[src/rtl/dma_tdsp_bus_arbiter.sv]
// Round-robin arbiter for the shared system bus between the DMA engine and the TDSP core.
// Grants are decoded from the state register; a turnaround state separates owners.
module dma_tdsp_bus_arbiter #(
   parameter int HOLD_MAX = 16,
   parameter int CNT_W    = 8
) (
   input  logic             clk,
   input  logic             reset,
   input  logic             dma_breq,
   output logic             dma_grant,
   input  logic             tdsp_breq,
   output logic             tdsp_grant,
   output logic [CNT_W-1:0] dma_gcnt,
   output logic [CNT_W-1:0] tdsp_gcnt,
   output logic             bus_busy
);

   localparam int HOLD_W = $clog2(HOLD_MAX);
   localparam logic [HOLD_W-1:0] HOLD_LAST = HOLD_W'(HOLD_MAX - 1);

   typedef enum logic [1:0] {
      IDLE   = 2'd0,
      G_DMA  = 2'd1,
      G_TDSP = 2'd2,
      REL    = 2'd3
   } state_t;

   state_t            state;
   state_t            next_state;
   logic              last_tdsp;
   logic [HOLD_W-1:0] hold_cnt;
   logic              enter_dma;
   logic              enter_tdsp;

   always_ff @(posedge clk or negedge reset) begin
      if (!reset) begin
         state <= IDLE;
      end else begin
         state <= next_state;
      end
   end

   // The requester that did not own the bus last wins a tie.
   always_comb begin
      next_state = state;
      case (state)
         IDLE, REL: begin
            if (dma_breq && tdsp_breq) begin
               next_state = last_tdsp ? G_DMA : G_TDSP;
            end else if (dma_breq) begin
               next_state = G_DMA;
            end else if (tdsp_breq) begin
               next_state = G_TDSP;
            end else begin
               next_state = IDLE;
            end
         end
         G_DMA: begin
            if (!dma_breq || (tdsp_breq && hold_cnt == HOLD_LAST)) begin
               next_state = REL;
            end
         end
         G_TDSP: begin
            if (!tdsp_breq || (dma_breq && hold_cnt == HOLD_LAST)) begin
               next_state = REL;
            end
         end
         default: next_state = IDLE;
      endcase
   end

   always_comb begin
      dma_grant  = (state == G_DMA);
      tdsp_grant = (state == G_TDSP);
      bus_busy   = dma_grant | tdsp_grant;
   end

   assign enter_dma  = (next_state == G_DMA)  && (state != G_DMA);
   assign enter_tdsp = (next_state == G_TDSP) && (state != G_TDSP);

   // Hold counter saturates so an uncontended owner can keep the bus forever.
   always_ff @(posedge clk or negedge reset) begin
      if (!reset) begin
         hold_cnt  <= '0;
         last_tdsp <= 1'b1;
         dma_gcnt  <= '0;
         tdsp_gcnt <= '0;
      end else begin
         if (enter_dma || enter_tdsp) begin
            hold_cnt  <= '0;
            last_tdsp <= enter_tdsp;
         end else if ((state == G_DMA || state == G_TDSP) && hold_cnt != HOLD_LAST) begin
            hold_cnt <= hold_cnt + 1'b1;
         end
         if (enter_dma) begin
            dma_gcnt <= dma_gcnt + 1'b1;
         end
         if (enter_tdsp) begin
            tdsp_gcnt <= tdsp_gcnt + 1'b1;
         end
      end
   end

endmodule

[config.mk]
export PLATFORM = sky130hd
export DESIGN_NAME = dma_tdsp_bus_arbiter
export DESIGN_NICKNAME = d
export VERILOG_FILES = /design/src/rtl/dma_tdsp_bus_arbiter.sv
export SDC_FILE = /design/constraint.sdc
export NUM_CORES = 1
export LEC_CHECK = 0
export ABC_AREA = 0
export CORE_AREA = 2 2 65 43
export DETAILED_ROUTE_END_ITERATION = 12
export DIE_AREA = 0 0 67 45
export PLACE_DENSITY = 0.85
export SYNTH_ARGS = -nofsm -noshare
export SYNTH_HDL_FRONTEND = slang
export SYNTH_SLANG_ARGS = --single-unit
[constraint.sdc]
create_clock -name clk -period 2.05 [get_ports clk]
set_input_delay 0.41 -clock clk [delete_from_list [all_inputs] [get_ports clk]]
set_output_delay 0.41 -clock clk [all_outputs]
set_load 0.02 [all_outputs]
==> metrics.csv, run 1 <==
metric,value,unit
htreeDepth,1,
required,1640,ps
seqCellArea,576.8,um2
fill_cells,205,
gp_congestion,0.8439,
die_height,45,um
die_x,67,um
synth_warnings,0,
hold_start,tdsp_gcnt[7],
portBuffers,22,
grt_start_max_net_pins,24,
postCtsSetupBuffers,0,
p_per_area,1586,mW/mm2
syn_to_final_growth,29.19,%
dp_cells,152,
ant_nets,0,
ys_seq_area_frac,0.5157,
clk_latency,260,ps
n_antenna_cell,0,
io-pin-count,23,
cp.arrival,1560,ps
p_leak,0.6053,nW
final_hold_viol_count,0,
vias_per_cell,5.244,
synth.cell_area,0.001119,mm2
fin_cells,156,
ir_drop,0.0007929,V
fin_skew,3.922,ps
holdBufCountCts,0,
post-route-period-util,0.9593,
num-nets-final,134,
grt_pass1_wl,3.650,mm
grt_overflow,0,
wl,2.170,mm
cts_buffers,3,
relSlewSlack,0.7459,
grt_usage,0.1649,
drt_iter0_drc,40,
cts_tree,built,
syn-num-nets,104,
num_vias,818,
crit_path_start_kind,flop,
timing.setup.tns,0,ps
design.die.area,0.003015,mm2
syn-mean-instance-area,11.77,um2
clockRootBuffer,clkbuf_8,
core_region_area,0.002382,mm2
ys_ff_latch,23,
status,"complete, no violations",
cts_resized,1,
rsz0062_at_grt,false,
layout-drive-gt1-share,0.1371,
worst_pin_slew,379.3,ps
crit_start,state[1],
antenna_found_initial,0,
synthCells,95,
cap_viol_max_count,0,
mostFrequentLayoutCell,dfrtp_1,
drc,0,
multi_input_area,523.0,um2
critical_path.max_fanout,4,
row_count,14,
cts.sinks,23,
path_class,reg -> out,
drt_first_pass_iters,4,
report.final.setup_viol,0,
hold_path.class,reg -> reg,
first_global_vias,815,
r2r-start,state[0],
final-max-slew-violation-count,0,
max_clock_freq,508.5,MHz
start_util,0.4695,
final_cell_mix,"dfrtp_1 (22), clkdlybuf4s50_1 (21), xnor2_1 (13)",
dp_hpwl,1.687,mm
wire_per_inst,13.91,um
cp-end-kind,output pin,
fin_crit,1967,ps
synth_cell_types,28,
clk_pin_slew,80,ps
clk_path_buf_depth,2,
[routing by layer]
| metal | wire length, um | vias to the layer above | GRT usage |
|---|---|---|---|
| li1 | - | 394 | - |
| met1 | 1000 | 404 | 0.2108 |
| met2 | 1033 | 18 | 0.2752 |
| met3 | 119 | 2 | 0.06234 |
| met4 | 17 | 0 | 0.02857 |
| met5 | 0 | - | 0 |
[through the flow]
stage          total power, mW    util  instance area, um2  hold slack [ps]  worst slack [ps]
2_1_floorplan            1.567       -                1119            114.4             419.2
3_3_place_gp             1.985  0.5882                1401            462.8             161.4
3_5_place_dp             2.048  0.5882                1401            467.5             117.3
4_1_cts                  2.320  0.6066                1445            482.6             61.99
5_1_grt                  2.460  0.6066                1445            501.1             3.133
6_report                 2.292  0.6066                1445            476.4             83.37
[final timing paths]
kind	to	slack, ps	cells past startpoint
max in group asynchronous	last_tdsp	1280	2
hold reg to reg	tdsp_gcnt[7]	480	1
min in group asynchronous	state[0]	490	2
hold / removal	tdsp_gcnt[7]	480	1
setup reg to reg	hold_cnt[3]	300	7
setup / recovery	dma_grant	80	3
[logic make-up (layout without fill, tap and decap cells)]
kind of cell	after synthesis	after routing	share of synthesized area
XOR/XNOR	16	16	0.1253
multiplexers	3	3	0.02908
buffers and inverters	4	33	0.01678
adder cells (fa/ha/maj)	5	5	0.05593
AND/OR/NAND/NOR	36	36	0.2047
AO/OA/AOI/OAI	8	8	0.05258
flip-flops	23	23	0.5157
[where the power goes]
part / internal (mW) / switching (mW)
sequential: 0.626 / 0.181
combinational: 0.562 / 0.647
clock: 0.138 / 0.138
[critical path, stage by stage (launching register included)]
cell and delay (ps):
dfrtp_1 390, inv_1 80, ha_1 200, clkdlybuf4s50_1 620
[registers in the layout, summed over array words and instances, names as in the netlist]
name and cells:
dma_gcnt 8, tdsp_gcnt 8, hold_cnt 4, state 2, last_tdsp 1
[synthesized netlist by cell type]
cell type / count / share of area
mux2_2: 2 / 0.020
a21oi_1: 3 / 0.013
inv_1: 2 / 0.0067
ha_1: 5 / 0.056
a211oi_1: 2 / 0.013
nand2b_1: 2 / 0.011
buf_4: 1 / 0.0067
nor4bb_1: 1 / 0.0089
nand2_1: 5 / 0.017
and2b_4: 1 / 0.0089
dfrtp_1: 22 / 0.49
mux2i_1: 1 / 0.0089
nand3_1: 6 / 0.027
nor3_2: 2 / 0.018
inv_2: 1 / 0.0034
o22ai_1: 1 / 0.0056
nand4_1: 8 / 0.045
nor2_1: 5 / 0.017
nor3_4: 2 / 0.029
a31oi_1: 1 / 0.0056
a21bo_4: 1 / 0.015
nor3_1: 1 / 0.0045
xor2_1: 3 / 0.023
and4_1: 1 / 0.0078
and2_1: 1 / 0.0056
dfstp_2: 1 / 0.023
and3_1: 1 / 0.0056
xnor2_1: 13 / 0.10
[final cells by class]
class	instances	area share
multi-input cells	68	0.3619
clock buffers	4	0.03117
well taps	32	0.02771
repair buffers	26	0.1723
flip-flops and latches	23	0.3991
inverters	3	0.007792
Note: power is estimated with default switching activity, not from simulation.
==> run 2: changes to the inputs <==
--- a/config.mk
+++ b/config.mk
@@ -6,10 +6,10 @@
 export NUM_CORES = 1
 export LEC_CHECK = 0
 export ABC_AREA = 0
-export CORE_AREA = 2 2 65 43
+export CORE_AREA = 2 2 49 51
 export DETAILED_ROUTE_END_ITERATION = 12
-export DIE_AREA = 0 0 67 45
-export PLACE_DENSITY = 0.85
+export DIE_AREA = 0 0 51 53
+export PLACE_DENSITY = 0.92
 export SYNTH_ARGS = -nofsm -noshare
 export SYNTH_HDL_FRONTEND = slang
 export SYNTH_SLANG_ARGS = --single-unit
==> constraint.sdc (replaced) <==
create_clock -name clk -period 2.3 [get_ports clk]
set_input_delay 0.46 -clock clk [delete_from_list [all_inputs] [get_ports clk]]
set_output_delay 0.46 -clock clk [all_outputs]
set_load 0.02 [all_outputs]
==> run 2 against run 1 <==
  * Non-clock buffer count down 2
  * Clock skew increased by 4.3 ps
  * Cell count decreased by 3.8%
  * Via count increased by 0.61%
  * Clock power down 30%
  * Design area is 2.2% lower
  * First-iteration DRC count shrank 78%
  * Total power is 14% lower
  * Critical endpoint is now tdsp_grant
==> metrics.csv, run 2 (synthesis gave the netlist of run 1 again) <==
metric,value,unit,change
post-route-period-util,0.9394,,
p_leak,0.5961,nW,-1.5%
ir_drop,0.001025,V,+29%
drt_iter0_drc,9,,-78%
final_cell_mix,"dfrtp_1 (22), clkdlybuf4s50_1 (21), xnor2_1 (13)",,
report.final.setup_viol,0,,unchanged
portBuffers,22,,unchanged
cp_cell_sequence,"inv_1, ha_2, clkdlybuf4s50_1",,
first_global_vias,865,,+6.1%
htreeDepth,1,,unchanged
drt_first_pass_iters,4,,unchanged
num_vias,823,,+0.61%
grt_overflow,0,,unchanged
cts.sinks,23,,unchanged
cpPeakStageDelay,630,ps,about the same
cts_buffers,3,,unchanged
multi_input_area,525.5,um2,+0.48%
die_x,51,um,-24%
cap_viol_max_count,0,,unchanged
hold_path.class,in -> async,,
rr_worst_depth,7,,unchanged
postCtsSetupBuffers,0,,unchanged
fin_util,0.6581,,+0.05151
design.die.area,0.002703,mm2,-10%
required,1840,ps,+200 ps
cp.arrival,1700,ps,+140 ps
busiest_layer,met2,,
clockRootBuffer,clkbuf_4,,
fin_cells,150,,-3.8%
rsz0062_at_grt,false,,
fin_skew,8.234,ps,+4.312 ps
r2r_setup_slack,580,ps,+280 ps
dp_hpwl,1.633,mm,-3.2%
max_clock_freq,462.8,MHz,
core_region_area,0.002148,mm2,-9.8%
critical_path.max_fanout,6,,+2
relSlewSlack,0.7482,,+0.002222
wl,2.172,mm,about the same
grt_use_met2,0.3442,,+0.06891
ant_nets,0,,unchanged
syn_to_final_growth,26.40,%,
timing.setup.tns,0,ps,unchanged
dp_cells,146,,-3.9%
io-pin-count,23,,unchanged
clk_path_buf_depth,2,,unchanged
cp-end-kind,output pin,,
fin_crit,2161,ps,
crit_slowest_cell,clkdlybuf4s50_1,,
crit_family,buffers and inverters,,
row_count,17,,+3
num-nets-final,132,,-1.5%
worst_pin_slew,376.0,ps,-3.318 ps
layout-drive-gt1-share,0.1393,,+0.002247
gr-usage-met3,0.03107,,-0.03127
cts_resized,0,,-1
seqCellArea,576.8,um2,unchanged
grt_start_max_net_pins,24,,unchanged
fill_cells,174,,-15%
n_antenna_cell,0,,unchanged
drc,0,,unchanged
p_per_area,1401,mW/mm2,-12%
die_height,53,um,+18%
clk_pin_slew,140,ps,+60 ps
cts_tree,built,,
final-max-slew-violation-count,0,,unchanged
holdBufCountCts,0,,unchanged
final_hold_viol_count,0,,unchanged
grt_usage,0.1872,,+0.02227
crit_path_start_kind,flop,,
grt_pass1_wl,3.705,mm,+1.5%
antenna_found_initial,0,,unchanged
top_regs,"dma_gcnt x8, tdsp_gcnt x8, hold_cnt x4",,
start_util,0.5207,,+0.05114
status,"complete, no violations",,
r2r-end,hold_cnt[3],,
path_class,reg -> out,,
wire_per_inst,14.48,um,+4.1%
clk_latency,320,ps,+60 ps
holdWs,476.0,ps,-0.3970 ps
r2r-start,state[0],,
worst-path-buf-inv,2,,unchanged
gp_congestion,0.8288,,-1.8%
use_met1,0.2114,,+0.0006127
vias_per_cell,5.487,,+4.6%
mostFrequentLayoutCell,dfrtp_1,,
run 2: cell types whose count changed in the layout (fill, tap and decap cells not counted), sizes merged:
| cell | delta |
|---|---|
| buf | -2 |
| clkbuf | -1 |
| clkinv | +1 |
| dlygate4sd2 | -1 |
| dlymetal6s2s | +1 |
run 2: per-stage QoR:
stage	power, mW	setup slack [ps]	cell area, um2
2_1_floorplan	1.397	669.2	1119
3_3_place_gp	1.742	368.3	1381
3_5_place_dp	1.793	314.7	1381
4_1_cts	1.990	11.57	1409
5_1_grt	2.125	54.47	1414
6_report	1.981	139.3	1414
run 2: layer usage:
layer  vias to the layer above  wire length (um)
li1                        389                 -
met1                       405               880
met2                        21              1162
met3                         8                74
met4                         0                55
met5                         -                 0
run 2: how the worst max path moves through the flow:
stage / from / end / slack [ps] / cells past startpoint
6_report: state[0] / tdsp_grant / 140 / 3
5_1_grt: state[0] / tdsp_grant / 50 / 3
4_1_cts: state[0] / bus_busy / 10 / 4
3_5_place_dp: tdsp_breq / tdsp_gcnt[1] / 310 / 4
3_3_place_gp: tdsp_breq / tdsp_gcnt[1] / 370 / 4
2_1_floorplan: state[0] / dma_gcnt[1] / 670 / 6
run 2: area by class of cell:
cell class	instances	area share
Sequential cell	23	0.4080
Multi-Input combinational cell	68	0.3717
Timing Repair Buffer	24	0.1681
Tap cell	28	0.02478
Clock buffer	3	0.01593
Inverter	3	0.007965
Clock inverter	1	0.003540
run 2: worst register-to-register path, stage by stage (launching register included):
cell and delay (ps):
dfrtp_1 400, inv_1 80, ha_2 280, buf_4 170
a31oi_1 320, nand4_1 170, xor2_1 150, nor2_1 50
run 2: power breakdown:
group	switching (mW)	internal, mW	leakage, nW
Clock	0.128	0.0650	0.0177
Combinational	0.572	0.497	0.285
Sequential	0.162	0.557	0.294
Total	0.862	1.12	0.596
==> run 3: changes to the inputs <==
--- a/config.mk
+++ b/config.mk
@@ -9,6 +9,7 @@
 export CORE_AREA = 2 2 49 51
 export DETAILED_ROUTE_END_ITERATION = 12
 export DIE_AREA = 0 0 51 53
+export GPL_TIMING_DRIVEN = 0
 export PLACE_DENSITY = 0.92
 export SYNTH_ARGS = -nofsm -noshare
 export SYNTH_HDL_FRONTEND = slang
==> run 3 against run 2 <==
  * Die area stayed put
  * Via count shrank 1.1%
  * First-iteration DRC count grew 33%
==> metrics.csv, run 3 (synthesis gave the netlist of run 1 again) <==
metric,value,unit,change
p_per_area,1383,mW/mm2,-1.3%
max_clock_freq,461.2,MHz,-0.34%
grt_overflow,0,,unchanged
p_leak,0.5835,nW,-2.1%
clockRootBuffer,clkbuf_4,,
crit_path_start_kind,flop,,
num-nets-final,131,,-0.76%
grt_pass1_wl,3.546,mm,-4.3%
critical_path.max_fanout,10,,+4
holdWs,479.9,ps,+3.851 ps
die_x,51,um,unchanged
final-max-slew-violation-count,0,,unchanged
report.final.setup_viol,0,,unchanged
post-route-period-util,0.9427,,+0.003230
drt_iter0_drc,12,,+3
final_hold_viol_count,0,,unchanged
top_regs,"dma_gcnt x8, tdsp_gcnt x8, hold_cnt x4",,
hold_path.class,reg -> reg,,
grt_start_max_net_pins,24,,unchanged
wl,2.000,mm,-7.9%
fin_skew,5.856,ps,-2.378 ps
portBuffers,22,,unchanged
syn_to_final_growth,25.39,%,
first_global_vias,832,,-3.8%
core_region_area,0.002148,mm2,unchanged
fin_util,0.6529,,-0.005242
n_antenna_cell,0,,unchanged
relSlewSlack,0.3387,,-0.4095
drt_first_pass_iters,4,,unchanged
cts_buffers,3,,unchanged
place_ws,245.1,ps,-69.60 ps
seqCellArea,576.8,um2,unchanged
holdBufCountCts,0,,unchanged
die_height,53,um,unchanged
timing.setup.tns,0,ps,unchanged
postCtsSetupBuffers,0,,unchanged
path_class,reg -> out,,
antenna_found_initial,0,,unchanged
grt_usage,0.1773,,-0.009892
fin_crit,2168,ps,+7.430 ps
cp.arrival,1710,ps,about the same
layout-drive-gt1-share,0.1322,,-0.007113
required,1840,ps,about the same
cap_viol_max_count,0,,unchanged
cts_tree,built,,
cts_resized,1,,+1
rsz0062_at_grt,false,,
multi_input_area,525.5,um2,unchanged
status,"complete, no violations",,
wire_per_inst,13.42,um,-7.3%
clk_pin_slew,130,ps,about the same
drc,0,,unchanged
placed_area,0.001374,mm2,-0.54%
final_cell_mix,"dfrtp_1 (22), clkdlybuf4s50_1 (21), xnor2_1 (13)",,
cp-end-kind,output pin,,
design.die.area,0.002703,mm2,unchanged
fill_cells,176,,+1.1%
final_design_area_no_fill,0.001403,mm2,-0.80%
p_total,1.940,mW,-2.1%
ir_drop,0.0007869,V,-23%
fin_ws,131.9,ps,-7.430 ps
clk_path_buf_depth,2,,unchanged
dp_hpwl,1.576,mm,-3.5%
worst_pin_slew,988.9,ps,+612.9 ps
fin_cells,149,,-0.67%
cts.sinks,23,,unchanged
start_util,0.5207,,unchanged
io-pin-count,23,,unchanged
dp_cells,145,,-0.68%
mostFrequentLayoutCell,dfrtp_1,,
clk_latency,310,ps,about the same
num_vias,814,,-1.1%
vias_per_cell,5.463,,-0.43%
row_count,17,,unchanged
gp_congestion,0.8392,,+1.3%
ant_nets,0,,unchanged
htreeDepth,1,,unchanged
==> run 3: path summary, 6_finish.rpt <==
path,startpoint,to,slack [ps],depth (start not counted)
max,state[0],bus_busy,130,5
min,tdsp_gcnt[7],tdsp_gcnt[7],480,1
max reg2reg,state[0],dma_gcnt[1],520,6
min reg2reg,tdsp_gcnt[7],tdsp_gcnt[7],480,1
max in group asynchronous,reset,state[1],1030,1
min in group asynchronous,reset,tdsp_gcnt[7],680,1
==> run 3: worst max-delay path, cell delays in order, from the launching register on <==
cell           delay, ps
dfrtp_1              410
inv_1                 80
ha_2                 270
buf_4                170
inv_2                120
dlygate4sd2_1        350
==> run 3: routing by layer <==
layer	routed length (um)	vias to the layer above	GRT usage
li1	-	390	-
met1	796	402	0.2055
met2	1095	18	0.3203
met3	82	4	0.03390
met4	26	0	0.07207
met5	0	-	0
==> run 3: layout make-up <==
class                           count  area share
Multi-Input combinational cell     68      0.3747
Clock buffer                        3     0.01606
Buffer                              1    0.005352
Tap cell                           28     0.02498
Clock inverter                      1    0.003568
Inverter                            3    0.008029
Sequential cell                    23      0.4112
Timing Repair Buffer               22      0.1561
==> run 3: report_power, final <==
part / internal, mW / switching [mW] / total [mW]
Combinational: 0.482 / 0.561 / 1.04
Sequential: 0.557 / 0.152 / 0.709
Clock: 0.0650 / 0.123 / 0.188
Total: 1.10 / 0.836 / 1.94
==> variant, RTL diff (settings of run 2) <==
Register the output `dma_gcnt` once more, with the module's reset; this adds one clock of latency there. The other outputs are not delayed to match.
--- a/src/rtl/dma_tdsp_bus_arbiter.sv
+++ b/src/rtl/dma_tdsp_bus_arbiter.sv
@@ -24,6 +24,8 @@
       G_TDSP = 2'd2,
       REL    = 2'd3
    } state_t;
+
+   logic [CNT_W-1:0] dma_gcnt_s0;
 
    state_t            state;
    state_t            next_state;
@@ -83,7 +85,7 @@
       if (!reset) begin
          hold_cnt  <= '0;
          last_tdsp <= 1'b1;
-         dma_gcnt  <= '0;
+         dma_gcnt_s0 <= '0;
          tdsp_gcnt <= '0;
       end else begin
          if (enter_dma || enter_tdsp) begin
@@ -93,7 +95,7 @@
             hold_cnt <= hold_cnt + 1'b1;
          end
          if (enter_dma) begin
-            dma_gcnt <= dma_gcnt + 1'b1;
+            dma_gcnt_s0 <= dma_gcnt_s0 + 1'b1;
          end
          if (enter_tdsp) begin
             tdsp_gcnt <= tdsp_gcnt + 1'b1;
@@ -101,5 +103,13 @@
       end
    end
 
+   always_ff @(posedge clk or negedge reset) begin
+      if (!reset) begin
+         dma_gcnt <= '0;
+      end else begin
+         dma_gcnt <= dma_gcnt_s0;
+      end
+   end
+
 endmodule
 
Behaviour: not the same (Yosys sat finds a counterexample within 4 cycles, from zero or initial values and one cycle with reset low).
==> variant against run 2 <==
  * Power grew 12%
  * Setup slack improved by 0.054 ns
  * Critical endpoint is now dma_grant
  * Design area is 15% higher
  * Largest cell class unchanged
  * Critical path type unchanged
  * Area after synthesis rose by 17%
  * Sequential cell count increased by 8
  * Wire length up 9.1%
  * Largest power group unchanged
  * Combinational power fell by 6%
==> variant: results (changes against run 2) <==
first-pass GRT wire length=4230 microns (+14%); syn nets=116 (+12%); Max-slew headroom=72.3% (-2.5 points); biggest regs=dma_gcnt: 8 flops, dma_gcnt_s0: 8 flops, tdsp_gcnt: 8 flops; Commonest cells post-synth=dfrtp_1, xnor2_1, nand3_1, xor2_1; YS warnings=0 (unchanged); ranking of synthesized cells by area=dfrtp_1, xnor2_1, ha_1; clock-pin slew on the worst setup and hold paths=0.09 ns (-0.05 ns); GRT Overall Usage=22.7% (+3.9 points); Tcrit/Tclk final=91.6% (-2.3 points); vias per cell=5.59 (+1.9%); CTS buffer count=5 (+2); Final Skew=0.00765 ns (-0.000585 ns); Hold Startpoint=dma_gcnt_s0[7]; DR iter-0 viols=16 (+7); Switch Pwr=0.873 mW (+1.4%); library cells used by synthesis=27 (-3.6%); HPWL Detailed=1640 microns (+0.52%); Hold Crit Class=reg2reg; routed wire length=2370 microns (+9.1%); Leak=0.775 nW (+30%); Worst Reg-to-Reg Cells=7 (unchanged); run status=finished clean; vias in the first global route=931 (+7.6%); GRT overflow=0 (unchanged); Worst Path Arrival=1.65 ns (-0.05 ns); maximum VDD drop=1.07 mV (+4.6%); Place WS=0.216 ns (-0.0991 ns); R2R setup slack=0.55 ns (-0.03 ns); Worst Path Max Fanout=4 (-2); Seq/Total Area, Yosys=59.4% (+7.9 points); final net count=146 (+11%); pin count of the biggest net entering global routing=32 (+33%); placer congestion estimate=0.751 (-9.4%); Setup Buffers After CTS=0 (unchanged); Placed Area=0.00157 sq mm (+14%); H-tree depth=2 (+1); Crit. Startpoint=state[1]; worst r2r src=state[0]; fraction of layout cells with a size suffix above 1=10.1% (-3.8 points); fillers=137 (-21%); antenna violations before repair=0 (unchanged)
[variant: cell count changes in the layout (fill, tap and decap cells not counted), sizes merged, moves of 3 or more]
| cell | run 2 | this run |
|---|---|---|
| clkbuf | 3 | 7 |
| dfrtp | 22 | 30 |
| xnor2 | 13 | 9 |
| xor2 | 3 | 7 |
| nand4 | 8 | 5 |
[variant: critical path, cell delays in order, from the launching register on]
cell and delay [ns]:
dfrtp_1 0.40, inv_1 0.08, ha_1 0.21, clkdlybuf4s50_1 0.63
[variant: stage by stage]
stage               hold WS, ns  cells  total power, mW
floorplan                 0.164    107             1.53
global placement          0.385    158             1.87
detailed placement        0.390    158             1.92
CTS                       0.413    166             2.24
global route              0.439    166             2.40
finish                    0.410    166             2.22
[variant: how the worst max path moves through the flow]
stage | to | cells past startpoint
finish | dma_grant | 3
global route | dma_grant | 3
CTS | tdsp_grant | 3
detailed placement | tdsp_gcnt[4] | 5
global placement | tdsp_gcnt[1] | 4
floorplan | tdsp_gcnt[1] | 6
[variant: cell type report]
cell class                 count  area [sq um]  share of cell area (%)
clock buffer                   7          55.1                    3.37
sequential                    31           777                    47.6
multi-input combinational     70           504                    30.9
tap                           28          35.0                    2.15
clock inverter                 1          5.00                   0.307
timing repair buffer          24           236                    14.5
inverter                       5          18.8                    1.15
[variant: timing repair]
item | CTS | global route
cloned | 0 | 0
endpoints found under the setup margin | 1 | 1
resized for setup | 1 | 1
hold buffers | 0 | 0
[variant: power groups by stage]
stage,registers [mW],logic [mW],clock network (mW)
after detailed placement,0.898,1.02,0
after CTS,0.891,1.02,0.330
after global placement,0.881,0.985,0
after floorplan,0.962,0.569,0
final,0.892,1.01,0.322
after global routing,0.920,1.12,0.361
[variant: kinds of logic after synthesis]
family,share of synthesized area (%)
and+or+nand+nor,14.8
DFF,59.4
xor gates and xnor gates,10.7
AOI/OAI and AO/OA,5.46
buffers and inverters,2.01
adders and majority gates,4.78
muxes,2.77
[variant: per-layer routing]
layer	GRT usage (%)	routed length [microns]	vias up
met4	10.8	47	0
met5	0	0	-
met2	36.6	1160	42
met1	26.7	1010	444
li1	-	-	436
met3	8.47	158	6
